$ cat config.mk
export PLATFORM = sky130hd
export DESIGN_NAME = rx_toplevel
export DESIGN_NICKNAME = d
export VERILOG_FILES = /design/src/rtl/pcs_rx_pkg.sv /design/src/rtl/rx_toplevel_if.sv /design/src/rtl/rx_lane_block_sync.sv /design/src/rtl/rx_toplevel.sv
export SDC_FILE = /design/constraint.sdc
export NUM_CORES = 2
export LEC_CHECK = 0
export CORE_AREA = 2 2 549 551
export CTS_CLUSTER_DIAMETER = 150
export DETAILED_ROUTE_END_ITERATION = 10
export DIE_AREA = 0 0 551 553
export PLACE_DENSITY = 0.52
export SKIP_CTS_REPAIR_TIMING = 1
export SYNTH_ARGS = -nofsm -noshare
export SYNTH_HDL_FRONTEND = slang
export SYNTH_SLANG_ARGS = --single-unit
$ cat constraint.sdc
create_clock -name i_clock -period 6.35 [get_ports i_clock]
set_input_delay 1.5875 -clock i_clock [delete_from_list [all_inputs] [get_ports i_clock]]
set_output_delay 1.5875 -clock i_clock [all_outputs]
set_load 0.02 [all_outputs]
$ cat src/rtl/pcs_rx_pkg.sv
// -----------------------------------------------------------------------------
// pcs_rx_pkg
// Shared definitions for the PCS receive path: sync-header codes, default
// limits used as parameter defaults, the per-lane lock state encoding and a
// helper that classifies a 2-bit sync header.
// -----------------------------------------------------------------------------
package pcs_rx_pkg;

    // Legal 64b/66b sync headers: data block and control block.
    localparam logic [1:0] SH_DATA = 2'b01;
    localparam logic [1:0] SH_CTRL = 2'b10;

    // Default structural parameters and limits.
    localparam int DEF_N_LANES                = 20;
    localparam int DEF_NB_DATA                = 66;
    localparam int DEF_VALID_COUNT_LIMIT_SLOW = 40;
    localparam int DEF_NB_WINDOW_CNT          = 12;
    localparam int DEF_NB_INV_SH              = 11;
    localparam int DEF_HI_BER_VALUE           = 97;
    localparam int DEF_XUS_TIMER_WINDOW       = 1024;

    typedef enum logic {
        ST_UNLOCKED = 1'b0,
        ST_LOCKED   = 1'b1
    } lock_state_e;

    // A header is valid only when its two bits differ.
    function automatic logic sh_is_valid(input logic [1:0] sh);
        return (sh == SH_DATA) || (sh == SH_CTRL);
    endfunction

endpackage

$ cat src/rtl/rx_toplevel_if.sv
// -----------------------------------------------------------------------------
// rx_toplevel_if
// Per-lane link between the receive top level and one block-sync lane.
//   master (top level): drives block strobe, sync header, forced unlock and
//                       the programmable limits; reads lock and hi-BER status.
//   slave  (lane)     : the reverse.
// -----------------------------------------------------------------------------
interface rx_toplevel_if #(
    parameter int NB_WINDOW_CNT = 12,
    parameter int NB_INV_SH     = 11
);
    logic                     blk_valid_s;
    logic [1:0]               sync_header_s;
    logic                     force_unlock_s;
    logic [NB_WINDOW_CNT-1:0] unlocked_limit_s;
    logic [NB_WINDOW_CNT-1:0] locked_limit_s;
    logic [NB_INV_SH-1:0]     sh_invalid_limit_s;
    logic                     lane_locked_s;
    logic                     hi_ber_status_s;

    modport master (
        output blk_valid_s, sync_header_s, force_unlock_s,
               unlocked_limit_s, locked_limit_s, sh_invalid_limit_s,
        input  lane_locked_s, hi_ber_status_s
    );

    modport slave (
        input  blk_valid_s, sync_header_s, force_unlock_s,
               unlocked_limit_s, locked_limit_s, sh_invalid_limit_s,
        output lane_locked_s, hi_ber_status_s
    );
endinterface

$ cat src/rtl/rx_lane_block_sync.sv
// -----------------------------------------------------------------------------
// rx_lane_block_sync
// One PCS lane: block-lock FSM (UNLOCKED/LOCKED) plus BER monitor.
// Ports:
//   i_clock  - rising-edge clock
//   i_reset  - synchronous active-low reset
//   lane_if  - slave side of rx_toplevel_if (strobe, header, limits in;
//              lock and hi-BER status out, both straight from registers)
// State only advances on lane_if.blk_valid_s; a forced unlock acts every clock.
// -----------------------------------------------------------------------------
module rx_lane_block_sync
    import pcs_rx_pkg::*;
#(
    parameter int NB_WINDOW_CNT    = DEF_NB_WINDOW_CNT,
    parameter int NB_INV_SH        = DEF_NB_INV_SH,
    parameter int HI_BER_VALUE     = DEF_HI_BER_VALUE,
    parameter int XUS_TIMER_WINDOW = DEF_XUS_TIMER_WINDOW
) (
    input  logic         i_clock,
    input  logic         i_reset,
    rx_toplevel_if.slave lane_if
);

    localparam int NB_BER_WIN = $clog2(XUS_TIMER_WINDOW + 1);
    localparam int NB_BER_CNT = $clog2(HI_BER_VALUE + 1);

    localparam logic [NB_WINDOW_CNT-1:0] WIN_ZERO    = {NB_WINDOW_CNT{1'b0}};
    localparam logic [NB_WINDOW_CNT-1:0] WIN_ONE     = NB_WINDOW_CNT'(1'b1);
    localparam logic [NB_INV_SH-1:0]     INV_ZERO    = {NB_INV_SH{1'b0}};
    localparam logic [NB_INV_SH-1:0]     INV_ONE     = NB_INV_SH'(1'b1);
    localparam logic [NB_BER_WIN-1:0]    BWIN_ZERO   = {NB_BER_WIN{1'b0}};
    localparam logic [NB_BER_WIN-1:0]    BWIN_ONE    = NB_BER_WIN'(1'b1);
    localparam logic [NB_BER_WIN-1:0]    BWIN_LAST   = NB_BER_WIN'(XUS_TIMER_WINDOW - 1);
    localparam logic [NB_BER_CNT-1:0]    BCNT_ZERO   = {NB_BER_CNT{1'b0}};
    localparam logic [NB_BER_CNT-1:0]    BCNT_ONE    = NB_BER_CNT'(1'b1);
    localparam logic [NB_BER_CNT-1:0]    BCNT_THRESH = NB_BER_CNT'(HI_BER_VALUE);

    lock_state_e              state_r,   state_nxt_s;
    logic [NB_WINDOW_CNT-1:0] good_cnt_r, good_nxt_s, good_inc_s;
    logic [NB_WINDOW_CNT-1:0] win_cnt_r,  win_nxt_s,  win_inc_s;
    logic [NB_INV_SH-1:0]     inv_cnt_r,  inv_nxt_s,  inv_inc_s;
    logic [NB_BER_WIN-1:0]    ber_win_r,  ber_win_nxt_s;
    logic [NB_BER_CNT-1:0]    ber_cnt_r,  ber_cnt_nxt_s, ber_cnt_inc_s;
    logic                     hi_ber_r,   hi_ber_nxt_s;
    logic                     hdr_ok_s;
    logic [NB_WINDOW_CNT-1:0] unlk_lim_s, lk_lim_s;
    logic [NB_INV_SH-1:0]     sh_lim_s;

    // Effective limits (zero behaves as one) and counter increments.
    always_comb begin
        hdr_ok_s   = sh_is_valid(lane_if.sync_header_s);
        unlk_lim_s = (lane_if.unlocked_limit_s == WIN_ZERO) ? WIN_ONE : lane_if.unlocked_limit_s;
        lk_lim_s   = (lane_if.locked_limit_s == WIN_ZERO) ? WIN_ONE : lane_if.locked_limit_s;
        sh_lim_s   = (lane_if.sh_invalid_limit_s == INV_ZERO) ? INV_ONE : lane_if.sh_invalid_limit_s;
        good_inc_s = good_cnt_r + WIN_ONE;
        win_inc_s  = win_cnt_r + WIN_ONE;
        inv_inc_s  = inv_cnt_r + (hdr_ok_s ? INV_ZERO : INV_ONE);
        // BER count saturates at the threshold so it never wraps.
        ber_cnt_inc_s = (!hdr_ok_s && (ber_cnt_r != BCNT_THRESH)) ? (ber_cnt_r + BCNT_ONE) : ber_cnt_r;
    end

    // Lock FSM next state and sync counters.
    always_comb begin
        state_nxt_s = state_r;
        good_nxt_s  = good_cnt_r;
        win_nxt_s   = win_cnt_r;
        inv_nxt_s   = inv_cnt_r;
        if (lane_if.force_unlock_s) begin
            state_nxt_s = ST_UNLOCKED;
            good_nxt_s  = WIN_ZERO;
            win_nxt_s   = WIN_ZERO;
            inv_nxt_s   = INV_ZERO;
        end else if (lane_if.blk_valid_s) begin
            case (state_r)
                ST_UNLOCKED: begin
                    if (!hdr_ok_s) begin
                        good_nxt_s = WIN_ZERO;
                    end else if (good_inc_s >= unlk_lim_s) begin
                        state_nxt_s = ST_LOCKED;
                        good_nxt_s  = WIN_ZERO;
                    end else begin
                        good_nxt_s = good_inc_s;
                    end
                end
                ST_LOCKED: begin
                    // Losing lock takes priority over closing the window.
                    if (inv_inc_s >= sh_lim_s) begin
                        state_nxt_s = ST_UNLOCKED;
                        win_nxt_s   = WIN_ZERO;
                        inv_nxt_s   = INV_ZERO;
                    end else if (win_inc_s >= lk_lim_s) begin
                        win_nxt_s = WIN_ZERO;
                        inv_nxt_s = INV_ZERO;
                    end else begin
                        win_nxt_s = win_inc_s;
                        inv_nxt_s = inv_inc_s;
                    end
                end
                default: begin
                    state_nxt_s = ST_UNLOCKED;
                    good_nxt_s  = WIN_ZERO;
                    win_nxt_s   = WIN_ZERO;
                    inv_nxt_s   = INV_ZERO;
                end
            endcase
        end else begin
            state_nxt_s = state_r;
        end
    end

    // BER monitor: counts only blocks seen while already LOCKED.
    always_comb begin
        ber_win_nxt_s = ber_win_r;
        ber_cnt_nxt_s = ber_cnt_r;
        hi_ber_nxt_s  = hi_ber_r;
        if (state_nxt_s != ST_LOCKED) begin
            ber_win_nxt_s = BWIN_ZERO;
            ber_cnt_nxt_s = BCNT_ZERO;
            hi_ber_nxt_s  = 1'b0;
        end else if (lane_if.blk_valid_s && (state_r == ST_LOCKED)) begin
            if (ber_win_r == BWIN_LAST) begin
                hi_ber_nxt_s  = (ber_cnt_inc_s >= BCNT_THRESH);
                ber_win_nxt_s = BWIN_ZERO;
                ber_cnt_nxt_s = BCNT_ZERO;
            end else begin
                ber_win_nxt_s = ber_win_r + BWIN_ONE;
                ber_cnt_nxt_s = ber_cnt_inc_s;
            end
        end else begin
            hi_ber_nxt_s = hi_ber_r;
        end
    end

    // State and counter registers.
    always_ff @(posedge i_clock) begin
        if (!i_reset) begin
            state_r    <= ST_UNLOCKED;
            good_cnt_r <= WIN_ZERO;
            win_cnt_r  <= WIN_ZERO;
            inv_cnt_r  <= INV_ZERO;
            ber_win_r  <= BWIN_ZERO;
            ber_cnt_r  <= BCNT_ZERO;
            hi_ber_r   <= 1'b0;
        end else begin
            state_r    <= state_nxt_s;
            good_cnt_r <= good_nxt_s;
            win_cnt_r  <= win_nxt_s;
            inv_cnt_r  <= inv_nxt_s;
            ber_win_r  <= ber_win_nxt_s;
            ber_cnt_r  <= ber_cnt_nxt_s;
            hi_ber_r   <= hi_ber_nxt_s;
        end
    end

    assign lane_if.lane_locked_s   = (state_r == ST_LOCKED);
    assign lane_if.hi_ber_status_s = hi_ber_r;

endmodule

$ cat src/rtl/rx_toplevel.sv
// -----------------------------------------------------------------------------
// rx_toplevel
// Multi-lane PCS receive block-lock / hi-BER monitor.
// Ports:
//   i_clock, i_reset (sync, active low), i_enable   - clock, reset, enable
//   i_phy_data                 - N_LANES blocks, lane k at [k*NB_DATA +: NB_DATA]
//   i_rf_enb_valid_gen         - runs the block-valid strobe generator
//   i_rf_enable_block_sync     - 0 holds every lane UNLOCKED
//   i_rf_*_limit               - lock / window / invalid-header limits
//   i_signal_ok                - 0 holds every lane UNLOCKED
//   i_rf_read_hi_ber           - clear-on-read for o_rf_hi_ber
//   i_rf_read_lanes_block_lock - reload strobe for o_rf_lanes_block_lock
//   o_rf_hi_ber                - latched-high per-lane hi-BER flag
//   o_rf_lanes_block_lock      - latched-low per-lane block lock
// -----------------------------------------------------------------------------
module rx_toplevel
    import pcs_rx_pkg::*;
#(
    parameter int N_LANES                = DEF_N_LANES,
    parameter int NB_DATA                = DEF_NB_DATA,
    parameter int NB_DATA_BUS            = N_LANES * NB_DATA,
    parameter int VALID_COUNT_LIMIT_SLOW = DEF_VALID_COUNT_LIMIT_SLOW,
    parameter int NB_WINDOW_CNT          = DEF_NB_WINDOW_CNT,
    parameter int NB_INV_SH              = DEF_NB_INV_SH,
    parameter int HI_BER_VALUE           = DEF_HI_BER_VALUE,
    parameter int XUS_TIMER_WINDOW       = DEF_XUS_TIMER_WINDOW
) (
    input  logic                     i_clock,
    input  logic                     i_reset,
    input  logic                     i_enable,
    input  logic [NB_DATA_BUS-1:0]   i_phy_data,
    input  logic                     i_rf_enb_valid_gen,
    input  logic                     i_rf_enable_block_sync,
    input  logic [NB_WINDOW_CNT-1:0] i_rf_unlocked_timer_limit,
    input  logic [NB_WINDOW_CNT-1:0] i_rf_locked_timer_limit,
    input  logic [NB_INV_SH-1:0]     i_rf_sh_invalid_limit,
    input  logic                     i_signal_ok,
    input  logic                     i_rf_read_hi_ber,
    input  logic                     i_rf_read_lanes_block_lock,
    output logic [N_LANES-1:0]       o_rf_hi_ber,
    output logic [N_LANES-1:0]       o_rf_lanes_block_lock
);

    localparam int NB_VCNT = (VALID_COUNT_LIMIT_SLOW > 1) ? $clog2(VALID_COUNT_LIMIT_SLOW) : 1;
    localparam logic [NB_VCNT-1:0] VCNT_ZERO = {NB_VCNT{1'b0}};
    localparam logic [NB_VCNT-1:0] VCNT_ONE  = NB_VCNT'(1'b1);
    localparam logic [NB_VCNT-1:0] VCNT_LAST = NB_VCNT'(VALID_COUNT_LIMIT_SLOW - 1);

    logic [NB_VCNT-1:0] vcnt_r, vcnt_nxt_s;
    logic               gen_en_s, blk_valid_s, force_unlock_s;
    logic [N_LANES-1:0] lane_locked_s, lane_hi_ber_s;
    logic [N_LANES-1:0] hi_ber_r, hi_ber_nxt_s, lock_r, lock_nxt_s;
    logic               unused_payload_s;

    // Only the sync headers are consumed here; payload bits are folded away.
    assign unused_payload_s = ^i_phy_data;

    // Block-valid strobe: one clock at the last count of each period.
    always_comb begin
        gen_en_s       = i_enable && i_rf_enb_valid_gen;
        blk_valid_s    = gen_en_s && (vcnt_r == VCNT_LAST);
        force_unlock_s = !i_signal_ok || !i_rf_enable_block_sync;
        if (!gen_en_s) begin
            vcnt_nxt_s = VCNT_ZERO;
        end else if (vcnt_r == VCNT_LAST) begin
            vcnt_nxt_s = VCNT_ZERO;
        end else begin
            vcnt_nxt_s = vcnt_r + VCNT_ONE;
        end
    end

    for (genvar k = 0; k < N_LANES; k++) begin : g_lane
        rx_toplevel_if #(
            .NB_WINDOW_CNT (NB_WINDOW_CNT),
            .NB_INV_SH     (NB_INV_SH)
        ) lane_if ();

        assign lane_if.blk_valid_s        = blk_valid_s;
        assign lane_if.sync_header_s      = i_phy_data[k*NB_DATA + NB_DATA - 2 +: 2];
        assign lane_if.force_unlock_s     = force_unlock_s;
        assign lane_if.unlocked_limit_s   = i_rf_unlocked_timer_limit;
        assign lane_if.locked_limit_s     = i_rf_locked_timer_limit;
        assign lane_if.sh_invalid_limit_s = i_rf_sh_invalid_limit;
        assign lane_locked_s[k]           = lane_if.lane_locked_s;
        assign lane_hi_ber_s[k]           = lane_if.hi_ber_status_s;

        rx_lane_block_sync #(
            .NB_WINDOW_CNT    (NB_WINDOW_CNT),
            .NB_INV_SH        (NB_INV_SH),
            .HI_BER_VALUE     (HI_BER_VALUE),
            .XUS_TIMER_WINDOW (XUS_TIMER_WINDOW)
        ) u_lane (
            .i_clock (i_clock),
            .i_reset (i_reset),
            .lane_if (lane_if.slave)
        );
    end

    // Clear-on-read status: a live hi-BER status beats a read; a read
    // reloads the current lock, which is also 0 if lock is lost that cycle.
    always_comb begin
        hi_ber_nxt_s = lane_hi_ber_s | (hi_ber_r & ~{N_LANES{i_rf_read_hi_ber}});
        if (i_rf_read_lanes_block_lock) begin
            lock_nxt_s = lane_locked_s;
        end else begin
            lock_nxt_s = lock_r & lane_locked_s;
        end
    end

    // Strobe counter and status registers.
    always_ff @(posedge i_clock) begin
        if (!i_reset) begin
            vcnt_r   <= VCNT_ZERO;
            hi_ber_r <= {N_LANES{1'b0}};
            lock_r   <= {N_LANES{1'b0}};
        end else begin
            vcnt_r   <= vcnt_nxt_s;
            hi_ber_r <= hi_ber_nxt_s;
            lock_r   <= lock_nxt_s;
        end
    end

    assign o_rf_hi_ber           = hi_ber_r;
    assign o_rf_lanes_block_lock = lock_r;

endmodule

* Word level (Yosys, flattened, before mapping) *
Index checks and enable logic that the tools add are counted.
Widths: inputs -> output; s select.

cells by class
  equal/unequal tests = 81
  add/sub/neg operators = 101
  bitwise gates (word level) = 26
  div/mod/pow operators = 0
  reduce and logical (&&, ||, !) cells = 170
  $mul = 0
  magnitude comparators = 80
  multiplexer cells = 324
  shifts and indexed selects = 0

operator list
  operator               count
  $mux 12                82
  $mux 11                61
  $add 12x1->12 const B  40
  $ge 12x12->1           40
  $mux 7                 40
  $add 11x1->11 const B  20
  $add 11x11->11         20
  $eq 11x10->1 const B   20
  $ge 11x11->1           20
  $reduce_and 2->1       80
  $add 7x1->7 const B    20
  $ge 7x7->1 const B     20
  $ne 7x7->1 const B     20
  $mux 1                 120
  $logic_and 1x1->1      42
  $and 20x20->20         2
  $eq 2x1->1 const B     20
  $eq 2x2->1 const B     20
  $pmux 1 s2             20
  $logic_not 12->1       2
  $logic_not 1->1        22
  $not 1->1              22
  $logic_or 1x1->1       21
  $mux 20                1
  7 further kinds        7

storage, ports and cells
  register bits after elaboration = 1146
  latch bits = 0
  bits in writable memories = 0
  ROM bits = 0
  memories kept = 0
  word-level logic and storage cells = 925
  bits of input ports = 1363

* Depth between registers and ports, before layout *
  word-level depth = 10
  gate-level depth with buffers = 17
  mapped depth without buffers = 15

* Hierarchy *
From an unflattened synthesis, not the netlist that was laid out.

unflattened totals
  cells, all modules = 9792
  area, all modules = 80953.9 µm²

modules (own cells, without submodules)
  module                                      times used  sequential area each (µm²)  area each (µm²)  cells each
  rx_lane_block_sync at g_lane[0].u_lane ...  19          1101.1                      3967.6           483
  rx_lane_block_sync at g_lane[1].u_lane      1           1101.1                      4003.8           477
  rx_toplevel                                 1           920.9                       1566.5           138

* Worst setup path after synthesis *
Ideal clock, no wire load.

  kind = input to register
  start point = in i_phy_data[1186]
  end point = reg g_lane[17].u_lane.inv_cnt_r[2]
  data arrival time = 5.436 ns
  path buffers = 1
  library setup time = 0.079 ns
  cell stages on the path = 15
  path slack = 0.835 ns
  cells stage by stage = xnor2_1 > ha_1 > ha_1 > nand3_1 > nor3_1 > and3_1 > nor2b_1 > or2_2 > ha_1 > a21o_1 > a31oi_1 > o21ai_0 > or4_1 > clkbuf_1 > o211ai_1

between the ends
  word-level cells in the longest chain between the ends = 6

RTL lines
  element                                          line                                                text
  start: declaration                               rx_toplevel.sv:31                                   input logic [NB_DATA_BUS-1:0] i_phy_data,
  $eq 2x1->1 / $eq 2x2->1 (equally long branches)  pcs_rx_pkg.sv:29                                    return (sh == SH_DATA) || (sh == SH_CTRL);
  $logic_or 1x1->1 (*)                             pcs_rx_pkg.sv:29
  $mux 1 (*)                                       rx_lane_block_sync.sv:57                            inv_inc_s = inv_cnt_r + (hdr_ok_s ? INV_ZERO : INV_ONE);
  $add 11x11->11 (*)                               rx_lane_block_sync.sv:57
  $ge 11x11->1 / $mux 11 (equally long branches)   rx_lane_block_sync.sv:87, rx_lane_block_sync.sv:91
  $mux 11 (*)                                      rx_lane_block_sync.sv:87                            if (inv_inc_s >= sh_lim_s) begin
  end signal: assignment                           rx_lane_block_sync.sv:148                           inv_cnt_r <= inv_nxt_s;
  end: declaration                                 rx_lane_block_sync.sv:41                            logic [NB_INV_SH-1:0] inv_cnt_r, inv_nxt_s, inv_inc_s;

Mark *: on every way between the ends. The rest lies on a longest branch, timed or not.
A chain may end at the register's enable or synchronous reset.

* Final worst setup path *
  start point = in i_phy_data[1186]
  end point = reg g_lane[17].u_lane.inv_cnt_r[0]

The elaborated chain is that of the path after synthesis.

==> impl_metrics.tcl <==
set metrics [dict create \
    run_status "finished, final reports clean" \
    use_met1_pct 23.2 \
    post_synth_instance_area_um2 80700 \
    grt_start_max_net_pins 74 \
    grt_first_pass_wirelength_um 406000 \
    tritoncts "yes" \
    drc 0 \
    cts_max_path_buffers 3 \
    die_w_um 551 \
    post-dp-hpwl_um 180000 \
    post_synth.cell_area_avg_um2 8.07 \
    fp-row-count 201 \
    grtUsageMet2_pct 26.5 \
    global_route_total_usage_across_every_layer_pct 16.6 \
    initial_utilization_pct 27.0 \
    detailedRoute.firstPassIterationCount 6 \
    setup-violations-final 0 \
    power.combinational.fraction_pct 5.6 \
    grt.met3_usage_pct 1.68 \
    clk-insertion-delay-late_ns 0.81 \
    synth-edff-count 0 \
    io-pin-count 1403 \
    worstRegToRegCells 15 \
    cp_data_required_time_ns 7.08 \
    rsz0062_at_grt "false" \
    flow.area_growth_from_synthesis_pct 14.8 \
    viasPerCell 5.28 \
    synth_largest_type_area_fraction_pct 28.4 \
    critical_path.endpoint_type "flop" \
    design.die.area_um2 305000 \
    worst_clock_skew_ns 0.0351 \
    fin_hold_ws_ns 0.445 \
    final_min_period_over_clock_period_pct 88.7 \
    cts_buffers 150 \
    dieHeight_um 553 \
    relSlewSlack_pct 21.8 \
    max_freq_mhz 178 \
    via_count 74586 \
    synth_cell_type_count 102 \
    stdcell_count 14115 \
    netSwitchingPower_w 0.00421 \
    sw_frac_of_total_pct 24.7 \
    antenna_violations_before_repair 10 \
    port-buffer-count 122 \
    synth_seq_area_share_pct 28.4 \
    fin_tns_setup_ns 0 \
    placement.cell_area_um2 87400 \
    power_per_cell_area_nw_per_um2 184 \
    worstPathMaxFanout 6 \
    cts.clk_slew.worst_paths_ns 0.06 \
    worstMarginPinSlew_ns 1.16 \
    fin_area_um2 92600 \
    reg2reg_to "g_lane[2].u_lane.ber_win_r[7]" \
    finalWirelength_um 260000 \
    power.share.clock_pct 52.3 \
    synth_async_sr_flop_share_pct 0 \
    maxSlewViolCount 0 \
    critPathCapture "g_lane[17].u_lane.inv_cnt_r[0]" \
    globalRoute.totalOverflow 0 \
    postSynthRegisterBits 1146 \
    placed_cells 13844 \
    avgRoutedWirePerCell_um 18.4 \
    hp-class "reg2reg" \
    synth_largest_area_cell "sky130_fd_sc_hd__dfxtp_1" \
    power.leakage_nw 35.1 \
    syn_inst 9994 \
    cts.htree.levels 4 \
    hold-path-cell-count 2 \
    ys.flop_type "sky130_fd_sc_hd__dfxtp_1" \
    nNetsFinal 12222 \
    post_synthesis_net_count 12178 \
    power.sequential.fraction_pct 42.2 \
    final_hold_viol_count 0 \
    grt.busiest_layer "met2" \
    utilization_pct 31.0 \
    path_class "in2reg" \
    synth_commonest_cells "sky130_fd_sc_hd__dfxtp_1 (1146), sky130_fd_sc_hd__nand2_1 (1114), sky130_fd_sc_hd__ha_1 (821), sky130_fd_sc_hd__a21oi_1 (720), sky130_fd_sc_hd__nand3_1 (530)" \
    drv_cap 0 \
    drt_iter0_drcs 5079 \
    final_antenna_net_count 0 \
    regToRegStartpoint "g_lane[2].u_lane.good_cnt_r[0]" \
    gp_congestion 0.831 \
    r2r_slack_ns 2.08 \
    clock-root-buffer "sky130_fd_sc_hd__clkbuf_16" \
    numClockSinks 1146 \
    p_int_w 0.0128 \
    synth.most_common_cell "sky130_fd_sc_hd__dfxtp_1" \
    vdd_ir_drop_max_uv 214 \
    dominant_cells_by_area_after_synthesis "sky130_fd_sc_hd__dfxtp_1 (28%), sky130_fd_sc_hd__ha_1 (13%), sky130_fd_sc_hd__nand2_1 (5.2%)" \
    cp-start-kind "input port" \
    synth-warning-count 0 \
    final_layout_size_suffix_gt1_share_pct 7.75 \
    worstSetupStartpoint "i_phy_data[1186]" \
    fin_crit_ns 5.63 \
    critical_path_arrival_ns 6.36 \
    grt_pass1_vias 69388 \
    core-area_um2 299000 \
]
## state kept, by name, indices dropped and copies added, names as in the netlist
name	flops
g_lane.u_lane.win_cnt_r	240
o_rf_hi_ber	20
g_lane.u_lane.lane_if.hi_ber_status_s	20
g_lane.u_lane.inv_cnt_r	220
g_lane.u_lane.good_cnt_r	240
g_lane.u_lane.lane_if.lane_locked_s	20
g_lane.u_lane.ber_win_r	220
o_rf_lanes_block_lock	20
g_lane.u_lane.ber_cnt_r	140
vcnt_r	6
## cell usage in the layout (no fill, tap or decap), types with 35 or more instances in the layout
cell	count
sky130_fd_sc_hd__nand3b_1	35
sky130_fd_sc_hd__xor2_1	269
sky130_fd_sc_hd__nand4b_1	57
sky130_fd_sc_hd__nor3_1	192
sky130_fd_sc_hd__nand2b_1	151
sky130_fd_sc_hd__clkbuf_16	153
sky130_fd_sc_hd__ha_1	821
sky130_fd_sc_hd__a211oi_1	138
sky130_fd_sc_hd__or3_1	101
sky130_fd_sc_hd__a31oi_1	217
sky130_fd_sc_hd__nor2b_1	110
sky130_fd_sc_hd__a22oi_1	74
sky130_fd_sc_hd__inv_1	206
sky130_fd_sc_hd__o2111ai_1	59
sky130_fd_sc_hd__nor3b_1	66
sky130_fd_sc_hd__o21a_1	100
sky130_fd_sc_hd__a21o_1	138
sky130_fd_sc_hd__clkbuf_8	36
sky130_fd_sc_hd__and3_1	215
sky130_fd_sc_hd__o31ai_1	58
sky130_fd_sc_hd__nor2_1	478
sky130_fd_sc_hd__o31a_1	47
sky130_fd_sc_hd__a22o_1	59
sky130_fd_sc_hd__xnor2_1	386
sky130_fd_sc_hd__and2_1	84
sky130_fd_sc_hd__or2_2	74
sky130_fd_sc_hd__nand3_1	528
sky130_fd_sc_hd__nor4_1	116
sky130_fd_sc_hd__a21oi_1	720
sky130_fd_sc_hd__buf_4	287
sky130_fd_sc_hd__and4_1	73
sky130_fd_sc_hd__mux2i_1	48
sky130_fd_sc_hd__nand4_1	422
sky130_fd_sc_hd__a41oi_1	71
sky130_fd_sc_hd__nand2_1	1113
sky130_fd_sc_hd__o211ai_1	105
sky130_fd_sc_hd__or4_1	36
sky130_fd_sc_hd__dfxtp_1	1145
sky130_fd_sc_hd__o21ai_0	384
sky130_fd_sc_hd__clkdlybuf4s50_1	118
## worst max-delay path: stages
cell,delay (ns)
sky130_fd_sc_hd__clkdlybuf4s50_1,0.41
sky130_fd_sc_hd__xnor2_1,0.68
sky130_fd_sc_hd__ha_1,0.35
sky130_fd_sc_hd__ha_1,0.19
sky130_fd_sc_hd__nand3_1,0.12
sky130_fd_sc_hd__nor3_1,0.29
sky130_fd_sc_hd__and3_1,0.21
sky130_fd_sc_hd__nor2b_1,0.06
sky130_fd_sc_hd__or2_2,0.31
sky130_fd_sc_hd__ha_1,0.31
sky130_fd_sc_hd__a21o_1,0.19
sky130_fd_sc_hd__a31oi_1,0.18
sky130_fd_sc_hd__o21ai_0,0.26
sky130_fd_sc_hd__nor3_1,0.94
sky130_fd_sc_hd__a32o_1,0.27
## per-layer routing
layer	part of all wire [%]	vias to the layer above
li1	-	37529
met1	49	35321
met2	45	1392
met3	3.8	344
met4	3.1	0
met5	0	-
## power groups by stage
stage          Clock (W)  Sequential (W)  Combinational (W)
2_1_floorplan          0         0.00735           0.000454
3_3_place_gp           0         0.00735           0.000951
3_5_place_dp           0         0.00735           0.000952
4_1_cts          0.00916         0.00719           0.000958
5_1_grt          0.00943         0.00719            0.00103
6_report         0.00892         0.00719           0.000948
## worst min-delay path by stage
stage / from / end
after global placement: g_lane[0].u_lane.ber_win_r[10] / g_lane[0].u_lane.ber_win_r[10]
after global routing: g_lane[13].u_lane.good_cnt_r[11] / g_lane[13].u_lane.good_cnt_r[11]
after floorplan: vcnt_r[0] / vcnt_r[0]
final: g_lane[13].u_lane.ber_win_r[10] / g_lane[13].u_lane.ber_win_r[10]
after detailed placement: vcnt_r[0] / vcnt_r[0]
after CTS: g_lane[0].u_lane.ber_win_r[10] / g_lane[0].u_lane.ber_win_r[10]
## final cells by class
type | count | area [µm²]
antenna | 2 | 5.00
clock buffer | 213 | 4410
clock inverter | 56 | 701
fill | 31800 | 206000
inverter | 238 | 893
multi-input combinational | 8083 | 55100
sequential | 1146 | 22900
tap | 3958 | 4950
timing repair buffer | 419 | 3590
## metrics by stage
| step | setup WS [ns] | power (W) |
|---|---|---|
| 2_1_floorplan | 0.835 | 0.00780 |
| 3_3_place_gp | 0.0354 | 0.00830 |
| 3_5_place_dp | 0.0401 | 0.00830 |
| 4_1_cts | 0.861 | 0.0173 |
| 5_1_grt | 0.616 | 0.0177 |
| 6_report | 0.718 | 0.0171 |
## cells by family (layout without fill, tap and decap cells)
logic type | after synthesis | in the layout | synth area share (%)
other | 0 | 2 | 0
xor gates and xnor gates | 685 | 685 | 7.76
muxes | 51 | 51 | 0.638
AOI/OAI and AO/OA | 2536 | 2536 | 20.8
adders and majority gates | 821 | 821 | 12.7
buffers and inverters | 765 | 926 | 3.66
and+or+nand+nor | 3990 | 3990 | 26.0
DFF | 1146 | 1146 | 28.4
Note: power is estimated with default switching activity, not from simulation.
